## src/rtl/mlp_banked_burst_reader.sv

```systemverilog
// Burst read sequencer for MLP weights striped across M10K banks.
// Issues one bank read per cycle under FIFO credit and realigns fixed-latency data into a valid/ready stream.
module mlp_banked_burst_reader #(
  parameter int NUM_BANKS    = 3,
  parameter int BANK_DEPTH   = 25,
  parameter int DATA_W       = 27,
  parameter int READ_LATENCY = 2,
  parameter int FIFO_DEPTH   = 4,
  localparam int TOTAL = NUM_BANKS * BANK_DEPTH,
  localparam int AW    = $clog2(TOTAL),
  localparam int BAW   = $clog2(BANK_DEPTH),
  localparam int LW    = $clog2(TOTAL + 1)
) (
  input  logic                        clk,
  input  logic                        rst,
  input  logic                        start,
  input  logic [AW-1:0]               start_addr,
  input  logic [LW-1:0]               burst_len,
  output logic                        busy,
  output logic                        done,
  output logic                        err,
  output logic [NUM_BANKS-1:0]        bank_rd_en,
  output logic [BAW-1:0]              bank_addr,
  input  logic [NUM_BANKS*DATA_W-1:0] bank_rdata,
  output logic [DATA_W-1:0]           out_data,
  output logic                        out_valid,
  input  logic                        out_ready,
  output logic                        out_last
);

  localparam int BW  = (NUM_BANKS > 1) ? $clog2(NUM_BANKS) : 1;
  localparam int PW  = (FIFO_DEPTH > 1) ? $clog2(FIFO_DEPTH) : 1;
  localparam int CW  = $clog2(FIFO_DEPTH + 1);
  localparam int IW  = $clog2(READ_LATENCY + 1);
  localparam int CRW = $clog2(FIFO_DEPTH + READ_LATENCY + 1);
  localparam int SW  = LW + 1;

  typedef enum logic [1:0] {IDLE, ISSUE, DRAIN} state_t;

  state_t state, state_next;

  logic [BW-1:0]  bank_q;
  logic [BAW-1:0] offset_q;
  logic [BAW-1:0] addr_hold_q;
  logic [LW-1:0]  remaining_q;
  logic [BW-1:0]  dec_bank;
  logic [BAW-1:0] dec_offset;

  logic range_err, accept, issue, issue_last, credit_ok, capture, pop;
  logic done_d, err_d, done_q, err_q;

  logic [READ_LATENCY-1:0] pipe_vld;
  logic [READ_LATENCY-1:0] pipe_last;
  logic [BW-1:0]           pipe_bank [READ_LATENCY];
  logic [IW-1:0]           inflight_q;

  logic [DATA_W:0]   fifo_mem [FIFO_DEPTH];
  logic [PW-1:0]     wr_ptr, rd_ptr;
  logic [CW-1:0]     fifo_count;
  logic [DATA_W-1:0] cap_data;

  // Widened sum so start_addr + burst_len cannot wrap past TOTAL.
  assign range_err  = (SW'(start_addr) >= SW'(TOTAL)) ||
                      ((SW'(start_addr) + SW'(burst_len)) > SW'(TOTAL));
  assign issue_last = (remaining_q == LW'(1));
  assign credit_ok  = (CRW'(inflight_q) + CRW'(fifo_count)) < CRW'(FIFO_DEPTH);
  assign capture    = pipe_vld[READ_LATENCY-1];
  assign out_valid  = (fifo_count != '0);
  assign pop        = out_valid && out_ready;
  assign out_data   = out_valid ? fifo_mem[rd_ptr][DATA_W-1:0] : '0;
  assign out_last   = out_valid && fifo_mem[rd_ptr][DATA_W];
  assign done       = done_q;
  assign err        = err_q;

  // Bank/offset split by comparing against each bank base; no divider.
  always_comb begin
    dec_bank   = '0;
    dec_offset = BAW'(start_addr);
    for (int b = 1; b < NUM_BANKS; b++) begin
      if (SW'(start_addr) >= SW'(b * BANK_DEPTH)) begin
        dec_bank   = BW'(b);
        dec_offset = BAW'(SW'(start_addr) - SW'(b * BANK_DEPTH));
      end
    end
  end

  always_ff @(posedge clk) begin
    if (rst) begin
      state  <= IDLE;
      done_q <= 1'b0;
      err_q  <= 1'b0;
    end else begin
      state  <= state_next;
      done_q <= done_d;
      err_q  <= err_d;
    end
  end

  always_comb begin
    state_next = state;
    done_d     = 1'b0;
    err_d      = 1'b0;
    accept     = 1'b0;
    case (state)
      IDLE: begin
        if (start) begin
          if (range_err) begin
            err_d = 1'b1;
          end else if (burst_len == '0) begin
            done_d = 1'b1;
          end else begin
            accept     = 1'b1;
            state_next = ISSUE;
          end
        end
      end
      ISSUE: begin
        if (issue && issue_last) state_next = DRAIN;
      end
      DRAIN: begin
        if (pop && out_last) begin
          done_d     = 1'b1;
          state_next = IDLE;
        end
      end
      default: state_next = IDLE;
    endcase
  end

  // bank_addr keeps the last issued offset on cycles without a read.
  always_comb begin
    busy       = (state != IDLE);
    issue      = (state == ISSUE) && credit_ok;
    bank_rd_en = '0;
    bank_addr  = addr_hold_q;
    if (issue) begin
      bank_rd_en[bank_q] = 1'b1;
      bank_addr          = offset_q;
    end
  end

  always_ff @(posedge clk) begin
    if (rst) begin
      bank_q      <= '0;
      offset_q    <= '0;
      addr_hold_q <= '0;
      remaining_q <= '0;
    end else if (accept) begin
      bank_q      <= dec_bank;
      offset_q    <= dec_offset;
      remaining_q <= burst_len;
    end else if (issue) begin
      addr_hold_q <= offset_q;
      remaining_q <= remaining_q - 1'b1;
      if (offset_q == BAW'(BANK_DEPTH - 1)) begin
        offset_q <= '0;
        bank_q   <= bank_q + 1'b1;
      end else begin
        offset_q <= offset_q + 1'b1;
      end
    end
  end

  // Tag pipe mirrors bank latency so the matching slice is captured when its data lands.
  always_ff @(posedge clk) begin
    if (rst) begin
      pipe_vld   <= '0;
      inflight_q <= '0;
    end else begin
      for (int i = READ_LATENCY - 1; i > 0; i--) pipe_vld[i] <= pipe_vld[i-1];
      pipe_vld[0] <= issue;
      inflight_q  <= inflight_q + IW'(issue) - IW'(capture);
    end
  end

  always_ff @(posedge clk) begin
    for (int i = READ_LATENCY - 1; i > 0; i--) begin
      pipe_bank[i] <= pipe_bank[i-1];
      pipe_last[i] <= pipe_last[i-1];
    end
    pipe_bank[0] <= bank_q;
    pipe_last[0] <= issue_last;
  end

  always_comb begin
    cap_data = '0;
    for (int b = 0; b < NUM_BANKS; b++) begin
      if (pipe_bank[READ_LATENCY-1] == BW'(b)) cap_data = bank_rdata[b*DATA_W +: DATA_W];
    end
  end

  always_ff @(posedge clk) begin
    if (capture) fifo_mem[wr_ptr] <= {pipe_last[READ_LATENCY-1], cap_data};
  end

  always_ff @(posedge clk) begin
    if (rst) begin
      wr_ptr     <= '0;
      rd_ptr     <= '0;
      fifo_count <= '0;
    end else begin
      if (capture) wr_ptr <= (wr_ptr == PW'(FIFO_DEPTH - 1)) ? '0 : wr_ptr + 1'b1;
      if (pop)     rd_ptr <= (rd_ptr == PW'(FIFO_DEPTH - 1)) ? '0 : rd_ptr + 1'b1;
      case ({capture, pop})
        2'b10:   fifo_count <= fifo_count + 1'b1;
        2'b01:   fifo_count <= fifo_count - 1'b1;
        default: fifo_count <= fifo_count;
      endcase
    end
  end

endmodule
```

## config.mk

```make
export PLATFORM = sky130hd
export DESIGN_NAME = mlp_banked_burst_reader
export DESIGN_NICKNAME = d
export VERILOG_FILES = /design/src/rtl/mlp_banked_burst_reader.sv
export SDC_FILE = /design/constraint.sdc
export NUM_CORES = 1
export LEC_CHECK = 0
export BUFFER_PORTS_ARGS = -buffer_cell sky130_fd_sc_hd__clkbuf_2
export CELL_PAD_IN_SITES_DETAIL_PLACEMENT = 1
export CELL_PAD_IN_SITES_GLOBAL_PLACEMENT = 1
export CORE_ASPECT_RATIO = 1.25
export CORE_MARGIN = 2
export CORE_UTILIZATION = 41
export CTS_CLUSTER_DIAMETER = 30
export DETAILED_ROUTE_END_ITERATION = 8
export PLACE_DENSITY = 0.79
export SLEW_MARGIN = 15
export SYNTH_ARGS = -nofsm -noshare
export SYNTH_HDL_FRONTEND = slang
export SYNTH_SLANG_ARGS = --single-unit
```

## constraint.sdc

```tcl
create_clock -name clk -period 2.5 [get_ports clk]
set_input_delay 0.5 -clock clk [delete_from_list [all_inputs] [get_ports clk]]
set_output_delay 0.5 -clock clk [all_outputs]
set_load 0.01 [all_outputs]
```

==> flow_metrics.tcl, run 1 <==
set metrics [dict create \
    clk_latency_ps 420 \
    power_density_mw_per_mm2 684 \
    routedWlPerCell_um 20.6 \
    violations "setup timing" \
    postSynth.asyncResetShare_pct 0 \
    cp.required_ps 2000 \
    power.leakage_nw 3.51 \
    crit_chain "ha_4, a31oi_4, xor2_2, nand2_4, buf_6, nand2_2, nand2_2, buf_6" \
    die_area_sq_mm 0.0191 \
    setup_ws_ps -23.2 \
    irDropWorstVdd_v 0.000536 \
    cp_max_fo 8 \
    dominantRegCellSynth "edfxtp_1" \
    instances_no_fill 968 \
    clock_sinks 154 \
    finalPower_mw 6.40 \
    ys_seq_area_share_pct 57.1 \
    ys_ff_latch 154 \
    avgSynthCellArea_sq_um 13.1 \
    antenna_found_initial 0 \
    grt_use_total_pct 21.2 \
    ys_warn_count 0 \
    hold_viol_final 0 \
    numPortBuffers 138 \
    rsz0062_at_grt "yes" \
    fin_area_sq_mm 0.00936 \
    status "finished, violations left" \
    switchingPower_mw 1.61 \
    clkPwrFrac_pct 41.7 \
    drt_iter0_drc 279 \
    met1Wirelength_um 7590 \
    netlist.area_leader.share_pct 45.7 \
    combPwrFrac_pct 13.1 \
    dr.pass1.iters 4 \
    crit_slowest_cell "dfxtp_4" \
    dp_hpwl_um 13500 \
    synthDistinctLibCells 54 \
    critPathKind "reg2out" \
    slew_headroom_pct 52.3 \
    grt_overflow 0 \
    hold_ws_ps 328 \
    syn_nets 694 \
    cap_violations 0 \
    cts_tree "done" \
    dr_wl_met3_um 814 \
    cts_buffer_depth 2 \
    synth_edf_count 112 \
    postCtsHoldBufs 0 \
    tns_ps -42.5 \
    initial_core_util_pct 42.1 \
    placed_area_sq_mm 0.00850 \
    die_w_um 124 \
    die_height_um 154 \
    drc 0 \
    drv_slew 0 \
    post-route-min-period_ps 2520 \
    coreArea_sq_mm 0.0175 \
    wl_um 19900 \
    syn_inst 563 \
    p_sw_share_pct 25.1 \
    setup_violations 3 \
    crit_path_max_incr_delay_ps 350 \
    grt_pass1_wl_um 30300 \
    post-place-cells 926 \
    finalCritPeriodShare_pct 101 \
    grt_pass1_vias 5615 \
    seq_power_share_pct 45.2 \
    viasPerCell 5.39 \
    p_int_mw 4.80 \
    clock_tree.root_cell "clkbuf_16" \
    ios 139 \
    final_cell_mix "clkbuf_2 (132), edfxtp_1 (112), nand2_1 (46)" \
    ant_nets 0 \
    area_growth_pct 27.0 \
    vias 5213 \
    syn_area_sq_mm 0.00737 \
    worst_pin_slew_ps 714 \
    place_congestion 0.801 \
    yosysTopAreaCell "edfxtp_1" \
    fmax_mhz 396 \
    diodes 0 \
    grt_max_degree 31 \
    hold_path.class "in2reg" \
    dr_wl_met2_um 11200 \
    finalClockSkew_ps 8.43 \
    cts_made_buffers 17 \
    path_clk_slew_ps 60 \
    pre_cts_ws_ps -228 \
    route.top_layer_used "met4" \
    ys_top_cells_by_area "edfxtp_1 (46%), dfxtp_1 (11%), mux4_2 (8.6%)" \
    cp-end-kind "primary output" \
    fin_util_pct 53.5 \
    start_kind "register" \
    cp.arrival_ps 2020 \
    final_common_cell "clkbuf_2" \
    rows 54 \
    final_nets 863 \
    drive_gt1_share_pct 37.0 \
    htree_num_levels 4 \
]
[state kept, by name, indices dropped and copies added, names as in the netlist, named ones only]
| name | count |
|---|---|
| addr_hold_q | 5 |
| bank_q | 2 |
| done | 1 |
| err | 1 |
| fifo_count | 3 |
| fifo_mem | 112 |
| inflight_q | 2 |
| offset_q | 5 |
| pipe_bank | 4 |
| pipe_last | 2 |
| pipe_vld | 2 |
| rd_ptr | 2 |
| remaining_q | 7 |
| state | 2 |
| wr_ptr | 2 |
[layer usage]
metal | vias to the layer above | GRT usage (%)
met5 | - | 0
met4 | 0 | 7.20
met3 | 21 | 3.34
met2 | 157 | 40.4
met1 | 2623 | 23.3
li1 | 2412 | -
[layout make-up]
type / instances / area (sq um)
clock buffer: 17 / 425
clock inverter: 14 / 185
fill: 1823 / 8140
inverter: 22 / 85.1
multi-input combinational: 361 / 3050
sequential: 154 / 4220
tap: 224 / 280
timing repair buffer: 176 / 1110
[cell usage after synthesis (all sizes together) (2+ instances only)]
master and number:
a21oi 19, mux2 2, nor2b 9, ha 30, inv 22, a211oi 8
mux4 28, o31ai 2, nor2 32, fa 2, a211o 2, or3 3
a32oi 2, xnor2 14, xor2 6, mux2i 37, dfxtp 42, nand4 2
edfxtp 112, and3 4, clkbuf 17, o21ai 34, nor3 6, a31oi 4
nand3 8, nand2 55, and2 32, buf 9, nor4 4
[final timing paths]
| check | from | endpoint | slack, ps | cells past startpoint |
|---|---|---|---|---|
| min reg2reg | pipe_last[0] | pipe_last[1] | 330 | 0 |
| min | start | err | 330 | 3 |
| max reg2reg | inflight_q[1] | remaining_q[3] | 100 | 11 |
| max | inflight_q[1] | bank_addr[4] | -20 | 8 |
[cell families after synthesis]
family,share of synthesized area [%]
xor+xnor,2.48
simple gates,11.0
mux,13.9
compound gates,7.12
fa+ha+maj,5.64
buf+inv,2.75
flops,57.1
[repair_timing]
action,in CTS,in global routing
endpoints found under the setup margin,27,30
pin swaps,3,9
buffers inserted,4,7
cloned,0,1
gates resized for setup,15,27
[power groups by stage]
stage	Combinational, mW	Sequential (mW)	Clock, mW
floorplan	0.486	2.93	0
global placement	0.738	2.94	0
detailed placement	0.791	2.95	0
CTS	0.816	2.90	2.71
global route	0.928	2.90	2.81
finish	0.836	2.89	2.67
[worst max-delay path, delay by kind of cell, from the launching register on]
kind	cells	cell delay, ps
adders and majority gates	1	250
and+or+nand+nor	3	260
DFF	1	350
AOI/OAI and AO/OA	1	210
xor gates and xnor gates	1	230
buffers and inverters	2	290
Power figures use the tool's default switching activity.
==> run 2: changes to the inputs <==
- CORE_UTILIZATION: 41 -> 45
- PLACE_DENSITY: 0.79 -> 0.82
- clock period: 2.5 -> 2.66 ns (I/O delays scaled with it)
==> run 2 against run 1 <==
Against the previous run: the flow now finishes without violations; highest routed layer unchanged; first-iteration DRC count up 13%; design area down 4.1%; clock skew down 2.6 ps; critical path depth unchanged.
==> flow_metrics.tcl, run 2 (synthesis results as in run 1) <==
set metrics [dict create \
    rows 52 \
    use_met2_pct 42.6 \
    cts_buffer_depth 2 \
    instances_no_fill 944 \
    dr.pass1.iters 4 \
    slew_headroom_pct 51.5 \
    htree_num_levels 4 \
    fin_area_sq_mm 0.00897 \
    power.leakage_nw 3.34 \
    drc 0 \
    finalPower_mw 5.61 \
    largest_reg_flops 112 \
    routedWlPerCell_um 19.5 \
    area_growth_pct 21.8 \
    post-place-cells 912 \
    coreArea_sq_mm 0.0161 \
    status "complete, no violations" \
    whs_path_depth 0 \
    cts_tree "done" \
    viasPerCell 5.40 \
    r2r_end "fifo_count[2]" \
    numPortBuffers 138 \
    die_w_um 118 \
    finalCritPeriodShare_pct 95.1 \
    tns_ps 0 \
    finalClockSkew_ps 5.87 \
    irDropWorstVdd_v 0.000449 \
    worst_pin_slew_ps 726 \
    final_cell_mix "clkbuf_2 (138), edfxtp_1 (112), nand2_1 (54)" \
    grt_overflow 0 \
    cp.arrival_ps 2000 \
    grt_pass1_wl_um 29300 \
    cp-end-kind "primary output" \
    fmax_mhz 395 \
    pre_cts_ws_ps -107 \
    drive_gt1_share_pct 33.2 \
    hold_path_end "pipe_last[1]" \
    clock_tree.root_cell "clkbuf_16" \
    place_congestion 0.772 \
    die_area_sq_mm 0.0174 \
    setup_violations 0 \
    drv_slew 0 \
    clock_sinks 154 \
    dp_hpwl_um 13400 \
    final_nets 846 \
    ios 139 \
    ant_nets 0 \
    post-route-min-period_ps 2530 \
    clk_latency_ps 410 \
    die_height_um 147 \
    top_usage_layer "met2" \
    cts_made_buffers 17 \
    placed_area_sq_mm 0.00839 \
    final_common_cell "clkbuf_2" \
    min-delay-start "pipe_last[0]" \
    hold_viol_final 0 \
    cp.required_ps 2130 \
    largest-register "fifo_mem" \
    drt_iter0_drc 315 \
    initial_core_util_pct 45.6 \
    globalRouteMet1Util_pct 23.0 \
    setup_ws_ps 130 \
    ff2ff_setup_slack_ps 540 \
    cap_violations 0 \
    antenna_found_initial 0 \
    grt_use_total_pct 21.9 \
    grt_max_degree 31 \
    grt_pass1_vias 5617 \
    diodes 0 \
    power_density_mw_per_mm2 625 \
    top_regs "fifo_mem: 112 flops, remaining_q: 7 flops" \
    rsz0062_at_grt "no" \
    critPathKind "reg2out" \
    postCtsHoldBufs 0 \
    ff2ff_path_depth 9 \
    wl_um 18400 \
    r2r_start "fifo_count[0]" \
    path_clk_slew_ps 60 \
    hold_path.class "reg2reg" \
    cp_max_fo 7 \
    grtUsageMet3_pct 3.92 \
    start_kind "register" \
    vias 5100 \
]
## run 2: cell types whose count changed in the layout (fill, tap and decap cells not counted), moves of 4 or more
cell and change:
buf_12 -4, buf_4 -12, buf_6 -6, clkbuf_2 +6, clkinv_2 +4, inv_6 -4, nand2_1 +8, nand2_2 -5
## run 2: worst max path at each step
stage | from | to | slack, ps | cells after the start
floorplan | start_addr[0] | remaining_q[0] | 230 | 10
global placement | start_addr[0] | remaining_q[1] | 20 | 11
detailed placement | start_addr[0] | remaining_q[5] | -110 | 11
CTS | inflight_q[1] | bank_addr[4] | 8 | 8
global route | inflight_q[1] | bank_addr[4] | 20 | 8
finish | inflight_q[1] | bank_addr[4] | 130 | 8
## run 2: timing repair
action                                 4_1_cts  5_1_grt
endpoints found under the hold margin        0        0
pin swaps                                    2        4
cloned                                       0        0
setup buffers                                0        0
setup endpoints to repair                    5        5
gates resized for setup                      1        6
## run 2: metal layers
metal / up-vias / wire length, um
met2: 144 / 10300
met4: 0 / 411
met5: - / 0
li1: 2375 / -
met3: 30 / 792
met1: 2551 / 6910
## run 2: worst max-delay path: stages, from the launching register on
cell	delay (ps)
dfxtp_1	390
ha_4	220
a31oi_4	200
xor2_2	230
nand2_4	120
buf_6	160
nand2_1	60
nand2_1	70
clkbuf_2	130
## run 2: report_power, final
group	switching [mW]	leakage (nW)	internal, mW	total (mW)
Clock	0.919	0.247	1.23	2.15
Combinational	0.425	1.74	0.315	0.740
Sequential	0.0430	1.35	2.67	2.72
## run 2: cell type report
class	count	area [sq um]
Clock buffer	21	460
Clock inverter	11	73.8
Fill cell	1697	7170
Inverter	22	85.1
Multi-Input combinational cell	361	3000
Sequential cell	154	4210
Tap cell	216	270
Timing Repair Buffer	159	877
## run 2: per-stage QoR
| stage | util, % | hold WS (ps) |
|---|---|---|
| 2_1_floorplan | - | 310 |
| 3_3_place_gp | 52.0 | 311 |
| 3_5_place_dp | 52.0 | 318 |
| 4_1_cts | 55.4 | 338 |
| 5_1_grt | 55.6 | 343 |
| 6_report | 55.6 | 336 |
